**config.mk**
```make
export PLATFORM = sky130hd
export DESIGN_NAME = minibyte_regdump_tx
export DESIGN_NICKNAME = d
export VERILOG_FILES = /design/src/rtl/minibyte_pkg.sv /design/src/rtl/minibyte_baudgen.sv /design/src/rtl/minibyte_regdump_tx.sv
export SDC_FILE = /design/constraint.sdc
export NUM_CORES = 1
export LEC_CHECK = 0
export BUFFER_PORTS_ARGS = -buffer_cell sky130_fd_sc_hd__buf_2
export CORE_MARGIN = 2
export CORE_UTILIZATION = 51
export CTS_CLUSTER_SIZE = 20
export DETAILED_ROUTE_END_ITERATION = 8
export PLACE_DENSITY = 0.76
export SLEW_MARGIN = 20
export SYNTH_ARGS = -nofsm -noshare
export SYNTH_HDL_FRONTEND = slang
export SYNTH_HIERARCHICAL = 1
export SYNTH_SLANG_ARGS = --single-unit
```
**constraint.sdc**
```tcl
create_clock -name clk_in -period 2.7 [get_ports clk_in]
set_clock_uncertainty 0.2 [all_clocks]
set_input_delay 0.54 -clock clk_in [delete_from_list [all_inputs] [get_ports clk_in]]
set_output_delay 0.54 -clock clk_in [all_outputs]
set_load 0.01 [all_outputs]
```
**src/rtl/minibyte_pkg.sv**
```systemverilog
// Shared definitions for the register-dump serial transmitter.
package minibyte_pkg;

    // Serial framing FSM states
    typedef enum logic [1:0] {
        ST_IDLE  = 2'd0,
        ST_START = 2'd1,
        ST_DATA  = 2'd2,
        ST_STOP  = 2'd3
    } state_t;

    // Bytes per dump frame: header, A, B, PC, IR, CCR, checksum
    localparam int          FRAME_LEN   = 7;
    localparam logic [2:0]  LAST_BYTE   = 3'(FRAME_LEN - 1);
    localparam logic [2:0]  LAST_BIT    = 3'd7;
    localparam logic [7:0]  HDR_DEFAULT = 8'hA5;

endpackage

```
**src/rtl/minibyte_baudgen.sv**
```systemverilog
// Bit-period tick generator: counts 0..CLKS_PER_BIT-1 while enabled, restarts when disabled.
module minibyte_baudgen #(
    parameter int CLKS_PER_BIT = 4
) (
    input  logic clk_in,
    input  logic rst_in,
    input  logic en_in,
    output logic tick_out
);

    localparam int          CW   = $clog2(CLKS_PER_BIT);
    localparam logic [CW-1:0] TERM = CW'(CLKS_PER_BIT - 1);

    logic [CW-1:0] count;

    // Free-running bit counter, held at zero whenever the transmitter is idle
    always_ff @(posedge clk_in) begin
        if (!rst_in || !en_in) begin
            count <= '0;
        end else if (count == TERM) begin
            count <= '0;
        end else begin
            count <= count + 1'b1;
        end
    end

    assign tick_out = en_in && (count == TERM);

endmodule

```
**src/rtl/minibyte_regdump_tx.sv**
```systemverilog
// Register snapshot dumper: streams HDR, A, B, PC, IR, CCR and an XOR checksum as 8N1 serial.
module minibyte_regdump_tx
    import minibyte_pkg::*;
#(
    parameter int         CLKS_PER_BIT = 4,
    parameter logic [7:0] HDR_BYTE     = HDR_DEFAULT
) (
    input  logic       clk_in,
    input  logic       rst_in,
    input  logic [7:0] a_in,
    input  logic [7:0] b_in,
    input  logic [7:0] pc_in,
    input  logic [7:0] ir_in,
    input  logic [1:0] ccr_in,
    input  logic       dump_req_in,
    output logic       busy_out,
    output logic       done_out,
    output logic       tx_out
);

    state_t     state, state_n;
    logic [2:0] byte_idx, byte_idx_n;
    logic [2:0] bit_idx, bit_idx_n;
    logic       tx_n, busy_n, done_n;
    logic       capture;
    logic       tick;
    logic [7:0] cur_byte;

    logic [7:0] snap_a, snap_b, snap_pc, snap_ir;
    logic [1:0] snap_ccr;
    logic [7:0] checksum;

    minibyte_baudgen #(
        .CLKS_PER_BIT(CLKS_PER_BIT)
    ) u_baud (
        .clk_in  (clk_in),
        .rst_in  (rst_in),
        .en_in   (state != ST_IDLE),
        .tick_out(tick)
    );

    // Snapshot and checksum are frozen at the accepting edge so the frame is self-consistent
    always_ff @(posedge clk_in) begin
        if (capture) begin
            snap_a   <= a_in;
            snap_b   <= b_in;
            snap_pc  <= pc_in;
            snap_ir  <= ir_in;
            snap_ccr <= ccr_in;
            checksum <= HDR_BYTE ^ a_in ^ b_in ^ pc_in ^ ir_in ^ {6'b0, ccr_in};
        end
    end

    // Byte mux keyed on the upcoming byte index so tx can be registered without a bubble
    always_comb begin
        cur_byte = HDR_BYTE;
        case (byte_idx_n)
            3'd0:    cur_byte = HDR_BYTE;
            3'd1:    cur_byte = snap_a;
            3'd2:    cur_byte = snap_b;
            3'd3:    cur_byte = snap_pc;
            3'd4:    cur_byte = snap_ir;
            3'd5:    cur_byte = {6'b0, snap_ccr};
            default: cur_byte = checksum;
        endcase
    end

    // Next-state logic plus the next value of every registered output
    always_comb begin
        state_n    = state;
        byte_idx_n = byte_idx;
        bit_idx_n  = bit_idx;
        done_n     = 1'b0;
        capture    = 1'b0;
        case (state)
            ST_IDLE: begin
                if (dump_req_in) begin
                    capture    = 1'b1;
                    byte_idx_n = 3'd0;
                    bit_idx_n  = 3'd0;
                    state_n    = ST_START;
                end
            end
            ST_START: begin
                if (tick) begin
                    bit_idx_n = 3'd0;
                    state_n   = ST_DATA;
                end
            end
            ST_DATA: begin
                if (tick) begin
                    if (bit_idx == LAST_BIT) begin
                        state_n = ST_STOP;
                    end else begin
                        bit_idx_n = bit_idx + 3'd1;
                    end
                end
            end
            ST_STOP: begin
                if (tick) begin
                    if (byte_idx < LAST_BYTE) begin
                        byte_idx_n = byte_idx + 3'd1;
                        state_n    = ST_START;
                    end else begin
                        done_n  = 1'b1;
                        state_n = ST_IDLE;
                    end
                end
            end
            default: state_n = ST_IDLE;
        endcase

        busy_n = (state_n != ST_IDLE);
        case (state_n)
            ST_START: tx_n = 1'b0;
            ST_DATA:  tx_n = cur_byte[bit_idx_n];
            default:  tx_n = 1'b1;
        endcase
    end

    // State, indices and outputs; reset aborts any frame in flight
    always_ff @(posedge clk_in) begin
        if (!rst_in) begin
            state    <= ST_IDLE;
            byte_idx <= 3'd0;
            bit_idx  <= 3'd0;
            tx_out   <= 1'b1;
            busy_out <= 1'b0;
            done_out <= 1'b0;
        end else begin
            state    <= state_n;
            byte_idx <= byte_idx_n;
            bit_idx  <= bit_idx_n;
            tx_out   <= tx_n;
            busy_out <= busy_n;
            done_out <= done_n;
        end
    end

endmodule
```
==> flow_metrics.py <==
metrics = {
    "clocking": {
        "cts_buffer_depth": 2,
        "root_buffer": "clkbuf_8",
        "clock_sinks": 55,
        "cts_tree": "built",
        "clk_pin_slew_ns": 0.10,
        "hold_buffers": 0,
        "clk_latency_ns": 0.31,
        "cts_buffers": 5,
        "htreeDepth": 2,
    },
    "sta": {
        "fmax_mhz": 372,
        "finalCriticalPeriod_ns": 2.69,
        "relSlewSlack": 0.651,
        "final_hold_viol_count": 0,
        "final_max_slew_viol_count": 0,
        "rsz0062_at_grt": "true",
        "hold_ws_ns": 0.218,
        "setup-violations-final": 0,
        "timing.final.crit_share": 0.996,
        "worstMarginPinSlew_ns": 0.523,
    },
    "logic_synthesis": {
        "yosysWarnings": 6,
        "synthTopCellsByArea": "edfxtp_1 46%, dfxtp_1 9.6%, xnor2_1 7.1%",
        "synth_fp_nets": 274,
        "ys.flop_type": "edfxtp_1",
        "ys_seq_elements": 55,
        "ys_types": 52,
        "async_reset_ff_frac": 0,
        "yosysTopAreaCellShare": 0.465,
        "synth_top_family_by_area": "compound AO/OA/AOI/OAI gates",
        "synthMuxAreaShare": 0.0207,
        "yosysSeqAreaShare": 0.561,
        "synth_simple_gate_area_frac": 0.123,
        "synth_edf_count": 42,
        "synth-xor-area-share": 0.0839,
        "syn_area_um2": 2710,
        "syn-instance-count": 230,
        "synth_area_leader_cell": "edfxtp_1",
        "syn_avg_cell_area_um2": 11.8,
        "synth-compound-area-share": 0.153,
        "synthAdderAreaFrac": 0.0323,
    },
    "min_path": {
        "min_path_cells": 1,
        "min_from": "b_in[0]",
        "holdCritPathClass": "in2reg",
        "min_to": "snap_b[0]",
    },
    "global_route": {
        "grt_pass1_vias": 2039,
        "antenna_found_initial": 0,
        "grt_overflow": 0,
        "grt_max_degree": 43,
        "track_usage": 0.208,
        "grt_pass1_wl_mm": 9.58,
    },
    "pwr": {
        "swShare": 0.238,
        "power.internal_mw": 1.26,
        "p_sw_mw": 0.394,
        "clockPowerShare": 0.272,
        "p_per_area_nw_per_um2": 500,
        "p_leak_nw": 1.31,
        "seqPwrFrac": 0.607,
        "peakVddDrop_v": 0.000431,
        "pwr-share-comb": 0.121,
    },
    "drt": {
        "detail_route.wl_per_cell_um": 15.2,
        "totalWireLength_mm": 5.61,
        "avgViaCountPerCell": 5.45,
        "drcViolationCount": 0,
        "drtIter0Drc": 132,
        "routed-via-count": 2006,
        "firstDrtPassIters": 4,
        "drtAntennaViolNets": 0,
    },
    "layout": {
        "final_common_cell": "edfxtp_1",
        "drive_gt1_frac": 0.336,
        "post-route-cell-area_um2": 3310,
        "area_delta_synth_final_pct": 22.1,
        "final_cell_mix": "42 x edfxtp_1, 39 x buf_2, 26 x buf_4, 22 x xnor2_1, 16 x nor2_1",
        "num_antenna_cells": 0,
        "fill_cells": 404,
        "fin_nets": 341,
    },
    "floorplanning": {
        "die_area_um2": 5920,
        "row_count": 26,
        "start_util": 0.531,
        "die_y_um": 76.9,
        "core_um2": 5110,
        "die_x_um": 76.9,
        "io_pins": 40,
    },
    "worst_setup_path": {
        "start_kind": "flop",
        "r2r_cells": 12,
        "end_kind": "flop",
        "cp_max_fo": 7,
        "r2r-start": "state[1]",
        "required_ns": 2.70,
        "ff2ff_setup_slack_ns": 0.01,
        "cp-startpoint": "state[1]",
        "worstPathArrival_ns": 2.69,
        "crit_type": "reg2reg",
        "r2r-end": "tx_out",
    },
    "run": {
        "drv_cap": 0,
    },
    "outcome": {
        "status": "finished clean",
    },
    "placement": {
        "dp_hpwl_mm": 4.02,
        "place_area_um2": 3170,
        "globalplace.congestion": 0.785,
        "io_buffers": 39,
    },
}
==> routing by layer <==
layer | track usage | share of wire
met1 | 0.259 | 0.43
met4 | 0.0836 | 0.026
met5 | 0 | 0
met2 | 0.353 | 0.50
met3 | 0.0447 | 0.039
==> cells in the mapped netlist (all sizes together) (3+ instances only) <==
cell / count
nand3: 7
dfxtp: 13
nor2: 17
nand4: 3
xnor2: 22
o21ai: 14
xor2: 4
inv: 7
ha: 7
nand2: 15
a21boi: 4
buf: 6
a21oi: 6
edfxtp: 42
or2: 3
and3: 3
a31oi: 6
a211oi: 5
o211ai: 4
mux2i: 3
and2: 4
==> state kept, by name (all words and copies together) (netlist names), 3 cells and up <==
register / cells
snap_pc: 8
snap_ir: 8
bit_idx: 3
checksum: 8
snap_a: 8
snap_b: 8
byte_idx: 3
==> area by class of cell <==
| class | instances | area (um^2) | share of cell area |
|---|---|---|---|
| tap | 70 | 87.6 | 0.0264 |
| timing repair buffer | 66 | 402 | 0.121 |
| clock inverter | 3 | 20.0 | 0.00604 |
| sequential | 55 | 1520 | 0.460 |
| clock buffer | 5 | 68.8 | 0.0208 |
| inverter | 7 | 26.3 | 0.00793 |
| multi-input combinational | 162 | 1190 | 0.358 |
==> logic make-up (layout without fill, tap and decap cells) <==
family,after synthesis,count (layout)
fa+ha+maj,7,7
flops,55,55
simple gates,64,65
buf+inv,14,81
compound gates,59,59
xor+xnor,26,26
mux,5,5
==> through the flow <==
| stage | std cells | setup slack, ns | setup TNS, ns | total power [mW] | util |
|---|---|---|---|---|---|
| after floorplan | 230 | 0.00101 | 0 | 1.13 | - |
| after global placement | 356 | -0.0711 | -0.0711 | 1.21 | 0.620 |
| after detailed placement | 356 | -0.114 | -0.114 | 1.22 | 0.620 |
| after CTS | 368 | 0.0158 | 0 | 1.66 | 0.649 |
| after global routing | 368 | -0.166 | -0.166 | 1.73 | 0.649 |
| final | 368 | 0.0100 | 0 | 1.66 | 0.649 |
==> power by group through the flow <==
stage | clock [mW] | combinational (mW) | sequential (mW)
3_5_place_dp | 0 | 0.197 | 1.03
5_1_grt | 0.494 | 0.222 | 1.01
3_3_place_gp | 0 | 0.188 | 1.02
4_1_cts | 0.456 | 0.202 | 1.01
6_report | 0.450 | 0.200 | 1.01
2_1_floorplan | 0 | 0.112 | 1.02
==> worst max path at each step <==
| stage | to | slack, ns |
|---|---|---|
| floorplan | tx_out | 0.001 |
| global placement | tx_out | -0.07 |
| detailed placement | tx_out | -0.11 |
| CTS | tx_out | 0.02 |
| global route | tx_out | -0.17 |
| finish | tx_out | 0.01 |
==> critical path: stages (launching register included) <==
cell	delay, ns
dfxtp_2	0.35
inv_2	0.05
ha_4	0.15
inv_2	0.05
and2_4	0.16
or3b_4	0.39
a211oi_4	0.30
nor2_2	0.09
a31oi_1	0.16
o21ai_1	0.09
a311o_1	0.32
o211ai_2	0.17
nand4_1	0.09
==> timing repair <==
| action | 4_1_cts | 5_1_grt |
|---|---|---|
| gates resized for setup | 12 | 1 |
| endpoints found under the hold margin | 0 | 0 |
| gates cloned | 1 | 0 |
| setup endpoints to repair | 1 | 1 |
| pin swaps | 7 | 0 |
| setup buffers | 3 | 0 |
Power figures use the tool's default switching activity.
